### config.mk
export PLATFORM = sky130hd
export DESIGN_NAME = decodificador_operacoes_seq
export DESIGN_NICKNAME = d
export VERILOG_FILES = /design/src/rtl/decodificador_pkg.sv /design/src/rtl/decodificador_operacoes_seq_contador_latencia.sv /design/src/rtl/decodificador_operacoes_seq.sv
export SDC_FILE = /design/constraint.sdc
export NUM_CORES = 1
export LEC_CHECK = 0
export CORE_MARGIN = 1.5
export CORE_UTILIZATION = 45
export DETAILED_ROUTE_END_ITERATION = 8
export GPL_TIMING_DRIVEN = 0
export PLACE_DENSITY = 0.77
export SETUP_SLACK_MARGIN = 0.02
export SYNTH_ARGS = -nofsm -noshare
export SYNTH_HDL_FRONTEND = slang
export SYNTH_SLANG_ARGS = --single-unit
### constraint.sdc
create_clock -name clk -period 2.5 [get_ports clk]
set_clock_uncertainty 0.15 [all_clocks]
set_input_delay 0.5 -clock clk [delete_from_list [all_inputs] [get_ports clk]]
set_output_delay 0.5 -clock clk [all_outputs]
set_load 0.005 [all_outputs]
### src/rtl/decodificador_pkg.sv
// Shared operation codes, FSM state encoding and latency selection
// for the sequenced operation decoder.
package decodificador_pkg;

    localparam logic [2:0] OP_SOMA = 3'b000;
    localparam logic [2:0] OP_SUB  = 3'b001;
    localparam logic [2:0] OP_MUL  = 3'b010;
    localparam logic [2:0] OP_DIV  = 3'b011;
    localparam logic [2:0] OP_AND  = 3'b100;
    localparam logic [2:0] OP_OR   = 3'b101;
    localparam logic [2:0] OP_XOR  = 3'b110;
    localparam logic [2:0] OP_NOT  = 3'b111;

    typedef enum logic [1:0] {
        IDLE,
        DESPACHO,
        ESPERA,
        INVALIDA
    } estado_t;

    typedef enum logic [1:0] {
        LAT_SEL_BASE,
        LAT_SEL_MUL,
        LAT_SEL_DIV
    } lat_sel_t;

    function automatic lat_sel_t lat_operacao(input int unsigned codigo);
        if (codigo == 32'(OP_MUL))
            return LAT_SEL_MUL;
        if (codigo == 32'(OP_DIV))
            return LAT_SEL_DIV;
        return LAT_SEL_BASE;
    endfunction

endpackage

### src/rtl/decodificador_operacoes_seq_contador_latencia.sv
// Loadable down-counter with zero flag; holds at zero.
module contador_latencia #(
    parameter int LARGURA = 4
) (
    input  logic               clk,
    input  logic               rst_n,
    input  logic               carregar,
    input  logic               decrementar,
    input  logic [LARGURA-1:0] valor_carga,
    output logic               zero
);
    logic [LARGURA-1:0] contagem;

    always_ff @(posedge clk or negedge rst_n) begin
        if (!rst_n)
            contagem <= '0;
        else if (carregar)
            contagem <= valor_carga;
        else if (decrementar && contagem != '0)
            contagem <= contagem - 1'b1;
    end

    assign zero = (contagem == '0);

endmodule

### src/rtl/decodificador_operacoes_seq.sv
// Sequenced operation decoder with per-operation ULA latency.
// Optional saturating invalid-word counter: DECOD_CONTADOR_ERROS_EN.
module decodificador_operacoes_seq
    import decodificador_pkg::*;
#(
    parameter int LARGURA_ENTRADA = 8,
    parameter int LARGURA_CODIGO  = 3,
    parameter int LAT_BASE        = 1,
    parameter int LAT_MUL         = 4,
    parameter int LAT_DIV         = 8
) (
    input  logic                         clk,
    input  logic                         rst_n,
    input  logic                         entrada_valida,
    input  logic [LARGURA_ENTRADA-1:0]   operacao,
    output logic                         entrada_pronta,
    output logic                         saida_valida,
    output logic [LARGURA_CODIGO-1:0]    codigo_operacao,
    output logic [2**LARGURA_CODIGO-1:0] operacao_onehot,
    output logic                         operacao_invalida,
    output logic                         ula_ocupada,
`ifdef DECOD_CONTADOR_ERROS_EN
    output logic                         ula_concluida,
    output logic [7:0]                   contagem_erros
`else
    output logic                         ula_concluida
`endif
);
    localparam int LARGURA_OH = 2**LARGURA_CODIGO;
    localparam int LAT_MAX_BM = (LAT_BASE > LAT_MUL) ? LAT_BASE : LAT_MUL;
    localparam int LAT_MAX    = (LAT_MAX_BM > LAT_DIV) ? LAT_MAX_BM : LAT_DIV;
    localparam int LARGURA_CNT = $clog2(LAT_MAX + 1);

    localparam logic [LARGURA_CNT-1:0] CARGA_BASE = LARGURA_CNT'(LAT_BASE - 1);
    localparam logic [LARGURA_CNT-1:0] CARGA_MUL  = LARGURA_CNT'(LAT_MUL - 1);
    localparam logic [LARGURA_CNT-1:0] CARGA_DIV  = LARGURA_CNT'(LAT_DIV - 1);

    estado_t estado, estado_prox;

    logic                      aceita;
    logic                      palavra_invalida;
    logic [LARGURA_CODIGO-1:0] codigo_in;
    logic [LARGURA_CNT-1:0]    carga;
    logic                      cnt_zero;
    logic                      fim_espera;

    assign codigo_in        = operacao[LARGURA_CODIGO-1:0];
    assign palavra_invalida = |operacao[LARGURA_ENTRADA-1:LARGURA_CODIGO];
    assign aceita           = entrada_valida && (estado == IDLE);
    assign fim_espera       = (estado == ESPERA) && cnt_zero;

    always_comb begin
        carga = CARGA_BASE;
        unique case (lat_operacao(32'(codigo_in)))
            LAT_SEL_MUL: carga = CARGA_MUL;
            LAT_SEL_DIV: carga = CARGA_DIV;
            default:     carga = CARGA_BASE;
        endcase
    end

    contador_latencia #(
        .LARGURA(LARGURA_CNT)
    ) u_contador (
        .clk        (clk),
        .rst_n      (rst_n),
        .carregar   (aceita && !palavra_invalida),
        .decrementar(estado == ESPERA),
        .valor_carga(carga),
        .zero       (cnt_zero)
    );

    always_ff @(posedge clk or negedge rst_n) begin
        if (!rst_n)
            estado <= IDLE;
        else
            estado <= estado_prox;
    end

    always_comb begin
        estado_prox       = estado;
        entrada_pronta    = 1'b0;
        saida_valida      = 1'b0;
        operacao_invalida = 1'b0;
        ula_ocupada       = 1'b0;
        ula_concluida     = 1'b0;
        unique case (estado)
            IDLE: begin
                entrada_pronta = 1'b1;
                if (entrada_valida)
                    estado_prox = palavra_invalida ? INVALIDA : DESPACHO;
            end
            DESPACHO: begin
                saida_valida = 1'b1;
                ula_ocupada  = 1'b1;
                estado_prox  = ESPERA;
            end
            ESPERA: begin
                ula_ocupada = 1'b1;
                if (cnt_zero) begin
                    ula_concluida = 1'b1;
                    estado_prox   = IDLE;
                end
            end
            INVALIDA: begin
                saida_valida      = 1'b1;
                operacao_invalida = 1'b1;
                estado_prox       = IDLE;
            end
            default: estado_prox = IDLE;
        endcase
    end

    // Code survives until the next accept; one-hot drops when ULA finishes
    always_ff @(posedge clk or negedge rst_n) begin
        if (!rst_n) begin
            codigo_operacao <= '0;
            operacao_onehot <= '0;
        end else if (aceita) begin
            if (palavra_invalida) begin
                codigo_operacao <= '0;
                operacao_onehot <= '0;
            end else begin
                codigo_operacao <= codigo_in;
                operacao_onehot <= LARGURA_OH'(1) << codigo_in;
            end
        end else if (fim_espera) begin
            operacao_onehot <= '0;
        end
    end

`ifdef DECOD_CONTADOR_ERROS_EN
    logic [7:0] erros;

    always_ff @(posedge clk or negedge rst_n) begin
        if (!rst_n)
            erros <= '0;
        else if (aceita && palavra_invalida && erros != 8'hFF)
            erros <= erros + 8'd1;
    end

    assign contagem_erros = erros;
`endif

endmodule

==> flow_summary_export.csv <==
group,metric,value,unit
run_status,status,"finished clean",
place,port_buffers,26,
global_routing,grtUsageTotal,0.207,
synth,synth_edf_count,0,
cells_and_area,fin_area,0.00128,mm²
worst_setup_path,worst-path-max-fanout,6,
cts,htreeDepth,1,
synth,ys_seq_area_frac,0.460,
cts,root_buffer,"clkbuf_4",
drt,wl_per_cell,14.4,µm
synth,synth_warnings,0,
synth,async_flop_share,1.00,
cts,clk_pin_slew,0.10,ns
worst_setup_path,r2r_slack,0.44,ns
worst_setup_path,cp_slowest_cell,"clkdlybuf4s50_1",
timing,rsz0062_at_grt,"false",
cells_and_area,drive_gt1_frac,0.165,
worst_setup_path,cp_data_required_time,1.85,ns
place,placed_cell_area,0.00122,mm²
timing,fin_crit,2.32,ns
power_and_ir_drop,leakagePower,0.000590,µW
cts,cts_tree,"yes",
cts,cts_buffer_depth,2,
worst_setup_path,startpoint,"estado[0]",
drt,vias,814,
worst_setup_path,r2r-start,"u_contador.contagem[0]",
cts,numClockSinks,17,
floorplanning,start_util,0.476,
floorplanning,die_y,48.3,µm
place,dp.cells,141,
cts,insertion_delay,0.30,ns
cells_and_area,syn2layout_area_growth,38.4,%
floorplanning,coreArea,0.00194,mm²
global_routing,overflow,0,
power_and_ir_drop,power.total,1050,µW
timing,fin_crit_sh,0.930,
floorplanning,fp.dieW,48.3,µm
worst_setup_path,crit_path_end_kind,"output port",
worst_setup_path,path_cells,"buf_4, inv_2, ha_1, clkdlybuf4s50_1",
drt,finalWirelength,2120,µm
worst_setup_path,cp_slowest_stage_delay,0.53,ns
timing,relSlewSlack,0.487,
cells_and_area,instances_no_fill,148,
global_routing,grt_pass1_wl,3690,µm
power_and_ir_drop,peakVddDrop,0.563,mV
synth,synthFlopType,"dfrtp_1",
timing,fmax,430,MHz
synth,yosys.cell_types.count,36,
worst_setup_path,cp-start-kind,"flip-flop",
run,cap_violations,0,
timing,fin_setup_tns,0,ns
drt,postRouteAntennaNets,0,
cts,cts_made_buffers,3,
place,routabilityCongestion,0.771,
floorplanning,ios,27,
cells_and_area,antenna_cells,0,
drt,drc,0,
worst_setup_path,critPathArrivalTime,1.67,ns
synth,ys_ff_latch,17,
cells_and_area,layout_commonest_cell,"clkdlybuf4s50_1",
global_routing,grt_max_degree,18,
cells_and_area,finish.utilization,0.659,
cells_and_area,nets,139,
min_path,min_path_type,"reg -> reg",
global_routing,grt_pass1_vias,789,
synth,postSynthCellCount,88,
drt,vias_per_cell,5.50,
synth,netlist_area,925,µm²
worst_setup_path,critPathKind,"reg -> out",
timing,setup_viol_count_final,0,
drt,first_iter_violations,20,
floorplanning,rows,16,
synth,avgSynthCellArea,10.5,µm²
timing,finalHoldViolCount,0,
floorplanning,die-area,0.00234,mm²
synth,syn-num-nets,105,
power_and_ir_drop,pwr_density_cell,817,mW/mm²
place,hpwl,1550,µm
min_path,min_from,"operacao_onehot[3]",
timing,finalMaxSlewViolations,0,
timing,worst-slew-pin-transition,0.766,ns
global_routing,antenna_found_initial,0,
cells_and_area,layout_common_cells,"clkdlybuf4s50_1 (24), dfrtp_1 (17), nand2_1 (8)",
drt,first_pass_iters,4,
-- kinds of logic (layout without fill, tap and decap cells) --
family,count (synthesis),in the layout,synth area share
AO/OA/AOI/OAI,19,19,0.153
multiplexers,3,3,0.0352
AND/OR/NAND/NOR,36,36,0.238
buffers and inverters,7,40,0.0325
adder cells (fa/ha/maj),6,6,0.0812
flip-flops,17,17,0.460
-- layout make-up --
class,instances,area [µm²]
buffer,2,15.0
clock buffer,3,22.5
clock inverter,1,5.00
fill,157,662
inverter,5,18.8
multi-input combinational,64,472
sequential,17,425
tap,27,33.8
timing repair buffer,29,288
-- flip-flops by register name (all words and copies together) (netlist names) --
| signal | cells |
|---|---|
| codigo_operacao | 3 |
| operacao_onehot | 8 |
| u_contador.contagem | 4 |
| estado | 2 |
-- path summary, 6_finish.rpt --
kind,endpoint,cells after the start
setup / recovery,entrada_pronta,4
hold / removal,operacao_onehot[3],1
setup reg to reg,estado[0],5
hold reg to reg,operacao_onehot[3],1
max in group asynchronous,operacao_onehot[0],1
min in group asynchronous,operacao_onehot[2],1
-- critical path, delay by kind of cell, from the launching register on --
kind                     cells  cell delay, ns
buffers and inverters        3            0.73
flip-flops                   1            0.39
adder cells (fa/ha/maj)      1            0.25
-- through the flow --
stage | setup slack [ns] | hold slack, ns
6_report | 0.175 | 0.363
5_1_grt | 0.111 | 0.384
4_1_cts | 0.0231 | 0.364
3_5_place_dp | 0.222 | 0.336
3_3_place_gp | 0.225 | 0.321
2_1_floorplan | 0.571 | 0.0544
-- where the power goes --
| part | leakage, µW | internal [µW] | switching, µW |
|---|---|---|---|
| Sequential | 0.000227 | 327 | 37.4 |
| Combinational | 0.000345 | 290 | 241 |
| Clock | 0.0000177 | 59.8 | 90.4 |
-- Yosys cell counts, types with 2 or more instances --
library cell	n	area share
nand2_1	8	0.032
and3_1	2	0.014
nor2b_1	2	0.014
a31oi_1	2	0.014
a32o_1	5	0.054
a21oi_1	4	0.022
nand3_1	5	0.027
a22o_1	2	0.019
dfrtp_1	17	0.46
inv_1	5	0.020
o21ai_0	2	0.011
nor2_1	4	0.016
ha_1	6	0.081
mux2_2	2	0.024
-- routing by layer --
| layer | GRT usage | up-vias | wire [µm] |
|---|---|---|---|
| li1 | - | 395 | - |
| met1 | 0.252 | 391 | 951 |
| met2 | 0.336 | 22 | 1010 |
| met3 | 0.0648 | 6 | 105 |
| met4 | 0.100 | 0 | 57 |
| met5 | 0 | - | 0 |
-- what timing repair did --
action	in CTS	in global routing
hold buffers	0	0
cloned	0	0
setup buffers	2	1
setup endpoints to repair	1	2
resized for setup	1	4
(Power assumes the default switching activity.)
